## src/rtl/VX_gpu_pkg.sv

```systemverilog
// Shared constants and types for the ALU PE share arbiter slice.
//   ALU_PE_NUM_REQS      default requester count
//   ALU_PE_MAX_INFLIGHT  default outstanding-operation limit (power of 2)
//   alu_pe_req_idx_t     requester index sized for the default requester count
//   idx_bits()           index width for n entries; never narrower than 1 bit
package VX_gpu_pkg;

  localparam int unsigned ALU_PE_NUM_REQS     = 4;
  localparam int unsigned ALU_PE_MAX_INFLIGHT = 4;
  localparam int unsigned ALU_PE_REQ_IDXW     = $clog2(ALU_PE_NUM_REQS);

  typedef logic [ALU_PE_REQ_IDXW-1:0] alu_pe_req_idx_t;

  function automatic int unsigned idx_bits(input int unsigned n);
    return (n < 2) ? 1 : $clog2(n);
  endfunction

endpackage

```

## src/rtl/alu_pe_tag_fifo.sv

```systemverilog
// Synchronous first-word-fall-through FIFO of requester indices.
// Ports:
//   clk, reset_n   clock, synchronous active-low reset
//   push, din      write din when push is high and the FIFO is not full
//   pop            drop head when pop is high and the FIFO is not empty
//   head           oldest entry (valid whenever empty is low)
//   full, empty    occupancy flags
//   count          current occupancy, 0..DEPTH
module alu_pe_tag_fifo
  import VX_gpu_pkg::*;
#(
  parameter int unsigned DATAW = 2,
  parameter int unsigned DEPTH = ALU_PE_MAX_INFLIGHT
) (
  input  logic                         clk,
  input  logic                         reset_n,
  input  logic                         push,
  input  logic [DATAW-1:0]             din,
  input  logic                         pop,
  output logic [DATAW-1:0]             head,
  output logic                         full,
  output logic                         empty,
  output logic [$clog2(DEPTH+1)-1:0]   count
);

  localparam int unsigned AW = idx_bits(DEPTH);
  localparam int unsigned CW = $clog2(DEPTH + 1);

  logic [DATAW-1:0] mem [DEPTH];
  logic [AW-1:0]    wr_ptr;
  logic [AW-1:0]    rd_ptr;
  logic [CW-1:0]    cnt;
  logic             do_push;
  logic             do_pop;

  assign full    = (cnt == CW'(DEPTH));
  assign empty   = (cnt == '0);
  assign do_push = push && !full;
  assign do_pop  = pop && !empty;
  assign head    = mem[rd_ptr];
  assign count   = cnt;

  // DEPTH is a power of 2, so the pointers wrap naturally.
  always_ff @(posedge clk) begin
    if (!reset_n) begin
      wr_ptr <= '0;
      rd_ptr <= '0;
      cnt    <= '0;
    end else begin
      if (do_push) wr_ptr <= wr_ptr + AW'(1);
      if (do_pop)  rd_ptr <= rd_ptr + AW'(1);
      if (do_push && !do_pop)      cnt <= cnt + CW'(1);
      else if (!do_push && do_pop) cnt <= cnt - CW'(1);
    end
  end

  always_ff @(posedge clk) begin
    if (do_push) mem[wr_ptr] <= din;
  end

endmodule

```

## src/rtl/alu_pe_share_arbiter.sv

```systemverilog
// Shares one pipelined in-order ALU PE among NUM_REQS requesters.
// Round-robin arbitration with grant locking, credit limit of MAX_INFLIGHT
// outstanding operations, and in-order response routing via a tag FIFO.
// Ports:
//   req_valid/req_data/req_ready      per-requester request channel
//   pe_req_valid/pe_req_data/pe_req_ready   request to the shared PE
//   pe_rsp_valid/pe_rsp_data/pe_rsp_ready   response from the shared PE
//   rsp_valid/rsp_data/rsp_ready      per-requester response (data broadcast)
//   inflight                          outstanding operation count
//   err                               sticky flag: response with no owner
module alu_pe_share_arbiter
  import VX_gpu_pkg::*;
#(
  parameter int unsigned NUM_REQS     = ALU_PE_NUM_REQS,
  parameter int unsigned REQ_DATAW    = 128,
  parameter int unsigned RSP_DATAW    = 64,
  parameter int unsigned MAX_INFLIGHT = ALU_PE_MAX_INFLIGHT
) (
  input  logic                                clk,
  input  logic                                reset_n,
  input  logic [NUM_REQS-1:0]                 req_valid,
  input  logic [NUM_REQS*REQ_DATAW-1:0]       req_data,
  output logic [NUM_REQS-1:0]                 req_ready,
  output logic                                pe_req_valid,
  output logic [REQ_DATAW-1:0]                pe_req_data,
  input  logic                                pe_req_ready,
  input  logic                                pe_rsp_valid,
  input  logic [RSP_DATAW-1:0]                pe_rsp_data,
  output logic                                pe_rsp_ready,
  output logic [NUM_REQS-1:0]                 rsp_valid,
  output logic [RSP_DATAW-1:0]                rsp_data,
  input  logic [NUM_REQS-1:0]                 rsp_ready,
  output logic [$clog2(MAX_INFLIGHT+1)-1:0]   inflight,
  output logic                                err
);

  localparam int unsigned IDXW = idx_bits(NUM_REQS);

  logic [REQ_DATAW-1:0] slice [NUM_REQS];

  for (genvar g = 0; g < NUM_REQS; g++) begin : g_slice
    assign slice[g] = req_data[g*REQ_DATAW +: REQ_DATAW];
  end

  logic [IDXW-1:0] rr_ptr;
  logic            lock_valid;
  logic [IDXW-1:0] lock_idx;

  logic [IDXW-1:0] search_idx;
  logic [IDXW-1:0] cidx;
  int unsigned     cand;
  logic            found;
  logic [IDXW-1:0] winner;
  logic            win_valid;
  logic            issue_ok;
  logic            req_fire;
  logic [IDXW-1:0] rr_next;

  logic [IDXW-1:0] head;
  logic            fifo_full;
  logic            fifo_empty;
  logic            rsp_fire;
  logic            pop;
  logic            spurious;

  // First valid requester at or after rr_ptr, wrapping.
  always_comb begin
    found      = 1'b0;
    search_idx = '0;
    cand       = 0;
    cidx       = '0;
    for (int unsigned i = 0; i < NUM_REQS; i++) begin
      cand = (32'(rr_ptr) + i) % NUM_REQS;
      cidx = IDXW'(cand);
      if (!found && req_valid[cidx]) begin
        found      = 1'b1;
        search_idx = cidx;
      end
    end
  end

  // A locked grant bypasses the search so later arrivals cannot preempt it.
  assign winner    = lock_valid ? lock_idx : search_idx;
  assign win_valid = lock_valid ? req_valid[lock_idx] : found;
  // Credit check uses the registered count only, keeping ready off the
  // response path; issuing at the full boundary waits one cycle.
  assign issue_ok  = !fifo_full;

  assign pe_req_valid = reset_n && issue_ok && win_valid;
  assign pe_req_data  = slice[winner];
  assign req_fire     = pe_req_valid && pe_req_ready;
  assign rr_next      = (winner == IDXW'(NUM_REQS - 1)) ? '0 : winner + IDXW'(1);

  always_comb begin
    req_ready = '0;
    if (pe_req_valid && pe_req_ready) req_ready[winner] = 1'b1;
  end

  // Responses with no owner are accepted and dropped so the PE cannot stall.
  always_comb begin
    rsp_valid = '0;
    if (reset_n && !fifo_empty) rsp_valid[head] = pe_rsp_valid;
  end

  assign pe_rsp_ready = reset_n && (fifo_empty || rsp_ready[head]);
  assign rsp_data     = pe_rsp_data;
  assign rsp_fire     = pe_rsp_valid && pe_rsp_ready;
  assign pop          = rsp_fire && !fifo_empty;
  assign spurious     = rsp_fire && fifo_empty;

  alu_pe_tag_fifo #(
    .DATAW (IDXW),
    .DEPTH (MAX_INFLIGHT)
  ) tag_fifo (
    .clk     (clk),
    .reset_n (reset_n),
    .push    (req_fire),
    .din     (winner),
    .pop     (pop),
    .head    (head),
    .full    (fifo_full),
    .empty   (fifo_empty),
    .count   (inflight)
  );

  always_ff @(posedge clk) begin
    if (!reset_n) begin
      rr_ptr     <= '0;
      lock_valid <= 1'b0;
      lock_idx   <= '0;
      err        <= 1'b0;
    end else begin
      if (req_fire) rr_ptr <= rr_next;
      lock_valid <= pe_req_valid && !pe_req_ready;
      if (pe_req_valid && !pe_req_ready) lock_idx <= winner;
      if (spurious) err <= 1'b1;
    end
  end

  always_ff @(posedge clk) begin
    if (reset_n) begin
      assert (!spurious)
        else $warning("alu_pe_share_arbiter: PE response with no outstanding tag, dropped");
    end
  end

endmodule

```

## config.mk

```make
export PLATFORM = sky130hd
export DESIGN_NAME = alu_pe_share_arbiter
export DESIGN_NICKNAME = d
export VERILOG_FILES = /design/src/rtl/VX_gpu_pkg.sv /design/src/rtl/alu_pe_tag_fifo.sv /design/src/rtl/alu_pe_share_arbiter.sv
export SDC_FILE = /design/constraint.sdc
export NUM_CORES = 1
export LEC_CHECK = 0
export CAP_MARGIN = 20
export CORE_AREA = 8 8 307 309
export DETAILED_ROUTE_END_ITERATION = 8
export DIE_AREA = 0 0 315 317
export GPL_TIMING_DRIVEN = 0
export PLACE_DENSITY = 0.39
export SYNTH_ARGS = -nofsm -noshare
export SYNTH_HDL_FRONTEND = slang
export SYNTH_SLANG_ARGS = --single-unit
```

## constraint.sdc

```tcl
create_clock -name clk -period 4.59 [get_ports clk]
set_input_delay 0.6885 -clock clk [delete_from_list [all_inputs] [get_ports clk]]
set_output_delay 0.6885 -clock clk [all_outputs]
set_load 0.005 [all_outputs]
```

# Word level (Yosys, flattened, before mapping)
# Memories as Yosys holds them, arrays and structs flattened. A register that Yosys moved wholly into a read port is not among the register bits.
# Cells that the tools add are included.
[word_totals] regBits=13 latchBits=0 ramBits=8 mem_bits_ro=0 output_inout_bits=206 mem_count=1
[classes] add_sub_neg=8 multipliers=0 n_div=0 magnitude_cmp=10 n_eq_ne=2 shifts=0 n_mux=38 bitwise_logic=2 n_reduce_logical=29
[memory_table] name="tag_fifo.mem" words=4 width=2 rd=1 rd_clocked_by_memory_dff=1 write_ports=1 line="alu_pe_tag_fifo.sv:29" source="logic [DATAW-1:0] mem [DEPTH];"
[op_table] operator="$bmux W128 S2" count=1
[op_table] operator="$mux W128" count=2
[op_table] operator="$lt A2 B3 Y1 const B" count=7
[op_table] operator="$logic_and A1 B1 Y1" count=18
[op_table] operator="$mux W2" count=8
[op_table] operator="$mux W1" count=15
[op_table] operator="$bmux W1 S2" count=6
[op_table] operator="$add A2 B1 Y2 const B" count=4
[op_table] operator="$logic_not A1 Y1" count=8
[op_table] operator="$mux W4" count=2
[op_table] operator="$mux W3" count=2
[op_table] operator="$add A2 B2 Y2 const B" count=2
[op_table] operator="$and A4 B4 Y4" count=1
[op_table] operator="$demux W1 S2" count=2
[op_table] operator="$ge A2 B1 Y1 const B" count=2
[op_table] operator="$add A3 B1 Y3 const B" count=1
[op_table] operator="$eq A3 B3 Y1 const B" count=1
[op_table] operator="$ge A3 B3 Y1 const B" count=1
[op_table] operator="$logic_not A3 Y1" count=1
[op_table] operator="$not A2 Y3" count=1
[op_table] operator="$sub A3 B1 Y3 const B" count=1
[op_table] operator="$eq A2 B2 Y1 const B" count=1
[op_table] operator="$reduce_bool A2 Y1" count=1
[op_table] operator="$logic_or A1 B1 Y1" count=1

# Logic depth before layout (Yosys ltp)
[logic_depth] word_depth=20 ltp_mapped=10

# By module
# A second synthesis with hierarchy kept.
[unflattened] hier_cells=365 hier_area_um2=5088.6
[modules_own_cells] module="alu_pe_share_arbiter" instances=1 cells_each=307 area_each_um2=4314.1 seq_area_each_um2=120.1
[modules_own_cells] module="alu_pe_tag_fifo" instances=1 cells_each=58 area_each_um2=774.5 seq_area_each_um2=420.4

# Worst setup path after synthesis
# Ideal clock, no wire load.
[synth_path] path_kind="input to register" startpoint="input req_valid[2]" endpoint="register tag_fifo.cnt[2], in the netlist tag_fifo.count[2]" setup_ns=0.076 arrival_time_ns=2.787 slack_ns=1.727 stages=10 cell_sequence="nor2b_2 a2111oi_0 o31a_1 nor2_1 ha_1 inv_1 fa_1 xor2_1 or3_1 a21boi_0"
[synth_via] elab_chain_len=19 elab_cells_between_ends=29
[synth_lines] item="start, declared" line="alu_pe_share_arbiter.sv:21" source="input logic [NUM_REQS-1:0] req_valid,"
[synth_lines] item="$bmux W1 S2" line="alu_pe_share_arbiter.sv:75" source="if (!found && req_valid[cidx]) begin"
[synth_lines] item="$mux W1 (not written as such)" line="alu_pe_share_arbiter.sv:75"
[synth_lines] item="$mux W1" line="alu_pe_share_arbiter.sv:75"
[synth_lines] item="$logic_not A1 Y1" line="alu_pe_share_arbiter.sv:75"
[synth_lines] item="$logic_and A1 B1 Y1" line="alu_pe_share_arbiter.sv:75"
[synth_lines] item="$mux W1" line="alu_pe_share_arbiter.sv:75"
[synth_lines] item="$logic_not A1 Y1" line="alu_pe_share_arbiter.sv:75"
[synth_lines] item="$logic_and A1 B1 Y1" line="alu_pe_share_arbiter.sv:75"
[synth_lines] item="(+4 left out)"
[synth_lines] item="$mux W1 (*)" line="alu_pe_share_arbiter.sv:84" source="assign win_valid = lock_valid ? req_valid[lock_idx] : found;"
[synth_lines] item="$logic_and A1 B1 Y1 (*)" line="alu_pe_share_arbiter.sv:89" source="assign pe_req_valid = reset_n && issue_ok && win_valid;"
[synth_lines] item="$logic_and A1 B1 Y1 (*)" line="alu_pe_share_arbiter.sv:91" source="assign req_fire = pe_req_valid && pe_req_ready;"
[synth_lines] item="$logic_and A1 B1 Y1 (*)" line="alu_pe_tag_fifo.sv:38" source="assign do_push = push && !full;"
[synth_lines] item="via tag_fifo.do_push" line="alu_pe_tag_fifo.sv:33" source="logic do_push;"
[synth_lines] item="$logic_not A1 Y1" line="alu_pe_tag_fifo.sv:53" source="else if (!do_push && do_pop) cnt <= cnt - CW'(1);"
[synth_lines] item="$logic_and A1 B1 Y1" line="alu_pe_tag_fifo.sv:53"
[synth_lines] item="$reduce_bool A2 Y1 (no source line)"
[synth_lines] item="end signal, assigned" line="alu_pe_tag_fifo.sv:52" source="if (do_push && !do_pop) cnt <= cnt + CW'(1);"
[synth_lines] item="end signal, assigned" line="alu_pe_tag_fifo.sv:53"
[synth_lines] item="end, declared" line="alu_pe_tag_fifo.sv:32" source="logic [CW-1:0] cnt;"
# The timed path passes the listed nets; every way through them passes the cells marked *. The select of a mux whose other input is x is not followed.
# A chain may end at the register's enable or synchronous reset.

# Worst setup path after layout
[layout_path] startpoint="input req_valid[1]" endpoint="output pe_req_data[105]"
[layout_via] elab_chain_len=17 elab_cells_between_ends=26
[layout_lines] item="$bmux W1 S2" line="alu_pe_share_arbiter.sv:75"
[layout_lines] item="$mux W1 (not written as such)" line="alu_pe_share_arbiter.sv:75"
[layout_lines] item="$mux W1" line="alu_pe_share_arbiter.sv:75"
[layout_lines] item="$logic_not A1 Y1" line="alu_pe_share_arbiter.sv:75"
[layout_lines] item="$logic_and A1 B1 Y1" line="alu_pe_share_arbiter.sv:75"
[layout_lines] item="$mux W1" line="alu_pe_share_arbiter.sv:75"
[layout_lines] item="$logic_not A1 Y1" line="alu_pe_share_arbiter.sv:75"
[layout_lines] item="$logic_and A1 B1 Y1" line="alu_pe_share_arbiter.sv:75"
[layout_lines] item="$mux W1" line="alu_pe_share_arbiter.sv:75"
[layout_lines] item="$logic_not A1 Y1" line="alu_pe_share_arbiter.sv:75"
[layout_lines] item="$logic_and A1 B1 Y1" line="alu_pe_share_arbiter.sv:75"
[layout_lines] item="$mux W2 (*)" line="alu_pe_share_arbiter.sv:75"
[layout_lines] item="$mux W2 (*)" line="alu_pe_share_arbiter.sv:83" source="assign winner = lock_valid ? lock_idx : search_idx;"
[layout_lines] item="$not A2 Y3 (not written as such) (*)" line="alu_pe_share_arbiter.sv:90" source="assign pe_req_data = slice[winner];"
[layout_lines] item="$bmux W128 S2 (*)" line="alu_pe_share_arbiter.sv:90"
[layout_lines] item="$mux W128 (not written as such) (*) (2 in a row)" line="alu_pe_share_arbiter.sv:90"
[layout_lines] item="end, declared" line="alu_pe_share_arbiter.sv:25" source="output logic [REQ_DATAW-1:0] pe_req_data,"
# Every way passes the cells marked *; elsewhere a longest branch is shown, timed or not. The select of a mux whose other input is x is not followed.

==> run_results.csv <==
group,metric,value,unit
outcome,status,"finished, final reports clean",
clock_tree,cts.clk_slew.worst_paths,0.06,ns
setup_path,arrival,3.72,ns
timing,hold_viol,0,
global_routing,grt_pass1_vias,8835,
placed_design,gp_congestion,0.779,
global_routing,grt_use_total,10.9,%
timing,hold_ws,0.489,ns
layout,final_util,17.0,%
logic_synthesis,synth-seq-cells,23,
routing,routed_via_density,3.08,
hold_path,worstHoldPathType,"reg -> reg",
routing,wl_per_cell,23.3,µm
layout,finalNetCount,1957,
timing,period_needed,4.40,ns
logic_synthesis,syn_nets,1223,
power,p_int,2.43,mW
clock_tree,postCtsSetupBuffers,0,
routing,drc,0,
placed_design,dp.cells,2530,
setup_path,rrSetupSlack,1.59,ns
timing,rsz0062_at_grt,"false",
placed_design,place_hpwl,54400,µm
global_routing,grt_max_degree,16,
layout,drive_gt1_share,9.35,%
setup_path,cp_data_required_time,3.90,ns
clock_tree,cts_buffer_depth,2,
logic_synthesis,yosys_warnings,0,
logic_synthesis,ys_top_cells_by_area,"mux2i_1 (63%), buf_4 (7.9%), dfxtp_1 (4.8%)",
routing,vias,7840,
clock_tree,clk_latency,0.25,ns
die,dieArea,99900,µm²
power,ir_drop,113,µV
power,p_leak,5.56,nW
die,row_count,110,
die,initial_core_util,6.95,%
logic_synthesis,muxShareOfSynthArea,64.9,%
clock_tree,cts_root_buf,"clkbuf_16",
logic_synthesis,postSynthAreaPerCell,9.93,µm²
global_routing,overflow,0,
global_routing,grt_pass1_wl,76000,µm
logic_synthesis,seq_area_frac_synth,8.71,%
routing,drt_iter0_drc,219,
power,sequentialPowerShare,7.0,%
timing,fmax,227,MHz
power,p_sw_share,41.0,%
logic_synthesis,synth_area,6210,µm²
timing,fin_skew,0.00220,ns
logic_synthesis,synth_adder_area_share,2.14,%
logic_synthesis,ys_dominant_reg_cell,"dfxtp_1",
setup_path,crit_path_start_kind,"input pin",
clock_tree,cts_tree,"done",
logic_synthesis,synth_top_family_by_area,"multiplexers",
die,placeableCoreArea,89300,µm²
power,pwr-share-clk,4.6,%
setup_path,worstPathMaxFanout,10,
routing,ant_nets,0,
logic_synthesis,synthSimpleGateAreaFrac,5.20,%
setup_path,cp-end-kind,"output pin",
layout,syn_to_final_growth,145,%
routing,drt_first_pass_iters,4,
logic_synthesis,synth-async-reset-ratio,0,%
routing,drt_wl_total,59200,µm
flow_run,max_cap_viol_count,0,
power,switchingPower,1.69,mW
logic_synthesis,synth.largest_area_cell,"mux2i_1",
timing,drv_slew,0,
global_routing,antenna_found_initial,21,
clock_tree,cts_sinks,23,
die,die_w,315,µm
power,powerDensity,271,nW/µm²
placed_design,io_buffers,729,
die,io_pins,794,
logic_synthesis,syn_inst,625,
setup_path,path_class,"in -> out",
timing,tightestPinTransition,0.625,ns
logic_synthesis,synth-compound-area-share,2.42,%
timing,post-route-period-util,96.0,%
timing,setup_viol_count_final,0,
power,combPwrFrac,88.4,%
clock_tree,cts-buffers-inserted,3,
layout,num-fill-cells,9928,
die,die_h,317,µm
logic_synthesis,synth-xor-area-share,0.282,%
clock_tree,htreeDepth,1,
logic_synthesis,synth_edf_count,8,
layout,final_cells,2543,
timing,slew_headroom,57.2,%
logic_synthesis,ys_types,49,
logic_synthesis,netlist.area_leader.share,63.4,%
[layout by cell type, fill, tap and decap left out, types with 2 or more instances in the layout]
| cell type | count |
|---|---|
| nor3_1 | 3 |
| clkbuf_16 | 3 |
| buf_2 | 7 |
| mux2i_1 | 384 |
| o21ai_1 | 4 |
| clkbuf_1 | 4 |
| nor2b_1 | 4 |
| buf_4 | 67 |
| buf_8 | 2 |
| nand2b_1 | 6 |
| inv_2 | 2 |
| inv_1 | 6 |
| ha_1 | 9 |
| diode_2 | 9 |
| edfxtp_1 | 8 |
| and3_1 | 10 |
| mux2i_4 | 6 |
| dfxtp_1 | 15 |
| nor2_1 | 9 |
| o21a_1 | 2 |
| buf_6 | 13 |
| clkdlybuf4s50_1 | 728 |
| buf_12 | 11 |
| mux4_2 | 3 |
| clkbuf_4 | 6 |
| mux2i_2 | 3 |
| nand3_1 | 4 |
| nand2_1 | 10 |
| a21oi_1 | 2 |
[cells in the mapped netlist (2+ instances only)]
library cell / instances
edfxtp_1: 8
dfxtp_1: 15
clkbuf_1: 3
inv_2: 2
nor2b_1: 4
buf_8: 2
buf_2: 12
nor3_1: 3
and3_1: 10
mux2i_1: 393
nand3_1: 4
buf_6: 13
inv_1: 6
o21ai_1: 4
buf_12: 11
nand2b_1: 6
o21a_1: 2
buf_4: 65
mux4_2: 3
a21oi_1: 2
clkbuf_4: 4
nand2_1: 10
ha_1: 9
nor2_1: 9
[metrics by stage]
stage | setup TNS, ns | cell area [µm²] | setup slack [ns] | power, mW
6_report | 0 | 15200 | 0.185 | 4.12
5_1_grt | 0 | 15200 | 0.0185 | 4.40
4_1_cts | -0.0272 | 15100 | -0.0248 | 4.22
3_5_place_dp | -2.44 | 15000 | -0.420 | 3.98
3_3_place_gp | -1.75 | 15000 | -0.295 | 3.99
2_1_floorplan | 0 | 6210 | 1.73 | 1.97
[flip-flops by register name (all words and copies together) (netlist names), named ones only]
name,cells
rr_ptr,2
lock_valid,1
tag_fifo.rd_ptr,2
lock_idx,2
err,1
tag_fifo.count,3
tag_fifo.wr_ptr,2
tag_fifo.mem,8
[cells by family after synthesis]
logic type | after synthesis
adders and majority gates | 10
and+or+nand+nor | 56
muxes | 397
xor gates and xnor gates | 2
buffers and inverters | 118
AOI/OAI and AO/OA | 19
DFF | 23
[timing repair]
action | 4_1_cts | 5_1_grt
hold buffers | 0 | 0
hold endpoints to repair | 0 | 0
endpoints found under the setup margin | 23 | 6
gates resized for setup | 15 | 7
[layout make-up]
class,instances,area [µm²],area share [%]
well taps,1176,1470,9.69
repair buffers,729,7300,48.1
clock buffers,4,78.8,0.519
flip-flops and latches,23,541,3.56
multi-input cells,484,4740,31.2
plain buffers,110,1000,6.62
diodes,9,22.5,0.148
inverters,8,30.0,0.198
[path summary, 6_finish.rpt]
kind	startpoint	endpoint	cells after the start
max reg2reg	flop	tag_fifo.count[2]$_SDFFE_PN0P_	9
min	tag_fifo.rd_ptr[0]$_SDFFE_PN0P_	tag_fifo.rd_ptr[0]$_SDFFE_PN0P_	1
max	req_valid[1]	pe_req_data[105]	10
min reg2reg	tag_fifo.rd_ptr[0]$_SDFFE_PN0P_	tag_fifo.rd_ptr[0]$_SDFFE_PN0P_	1
[worst max-delay path, cell delays in order]
cell	delay, ns
clkdlybuf4s50_1	0.63
nor2_1	0.16
a2111oi_4	0.28
a221o_1	0.16
buf_6	0.19
buf_12	0.24
buf_12	0.18
mux2i_1	0.52
mux2i_1	0.16
clkdlybuf4s50_1	0.48
[power by group through the flow]
stage	clock network (mW)	registers (mW)	logic [mW]
floorplan	0	0.283	1.69
global placement	0	0.291	3.70
detailed placement	0	0.294	3.69
CTS	0.191	0.290	3.74
global route	0.200	0.296	3.91
finish	0.188	0.289	3.64
[layer usage]
layer | up-vias | part of all wire (%) | track usage, %
met3 | 34 | 11 | 5.37
met5 | - | 0.12 | 0
met4 | 12 | 0.90 | 1.15
met2 | 498 | 46 | 17.8
met1 | 3565 | 43 | 13.2
li1 | 3731 | - | -
No activity file was read; power rests on OpenSTA's default activity.
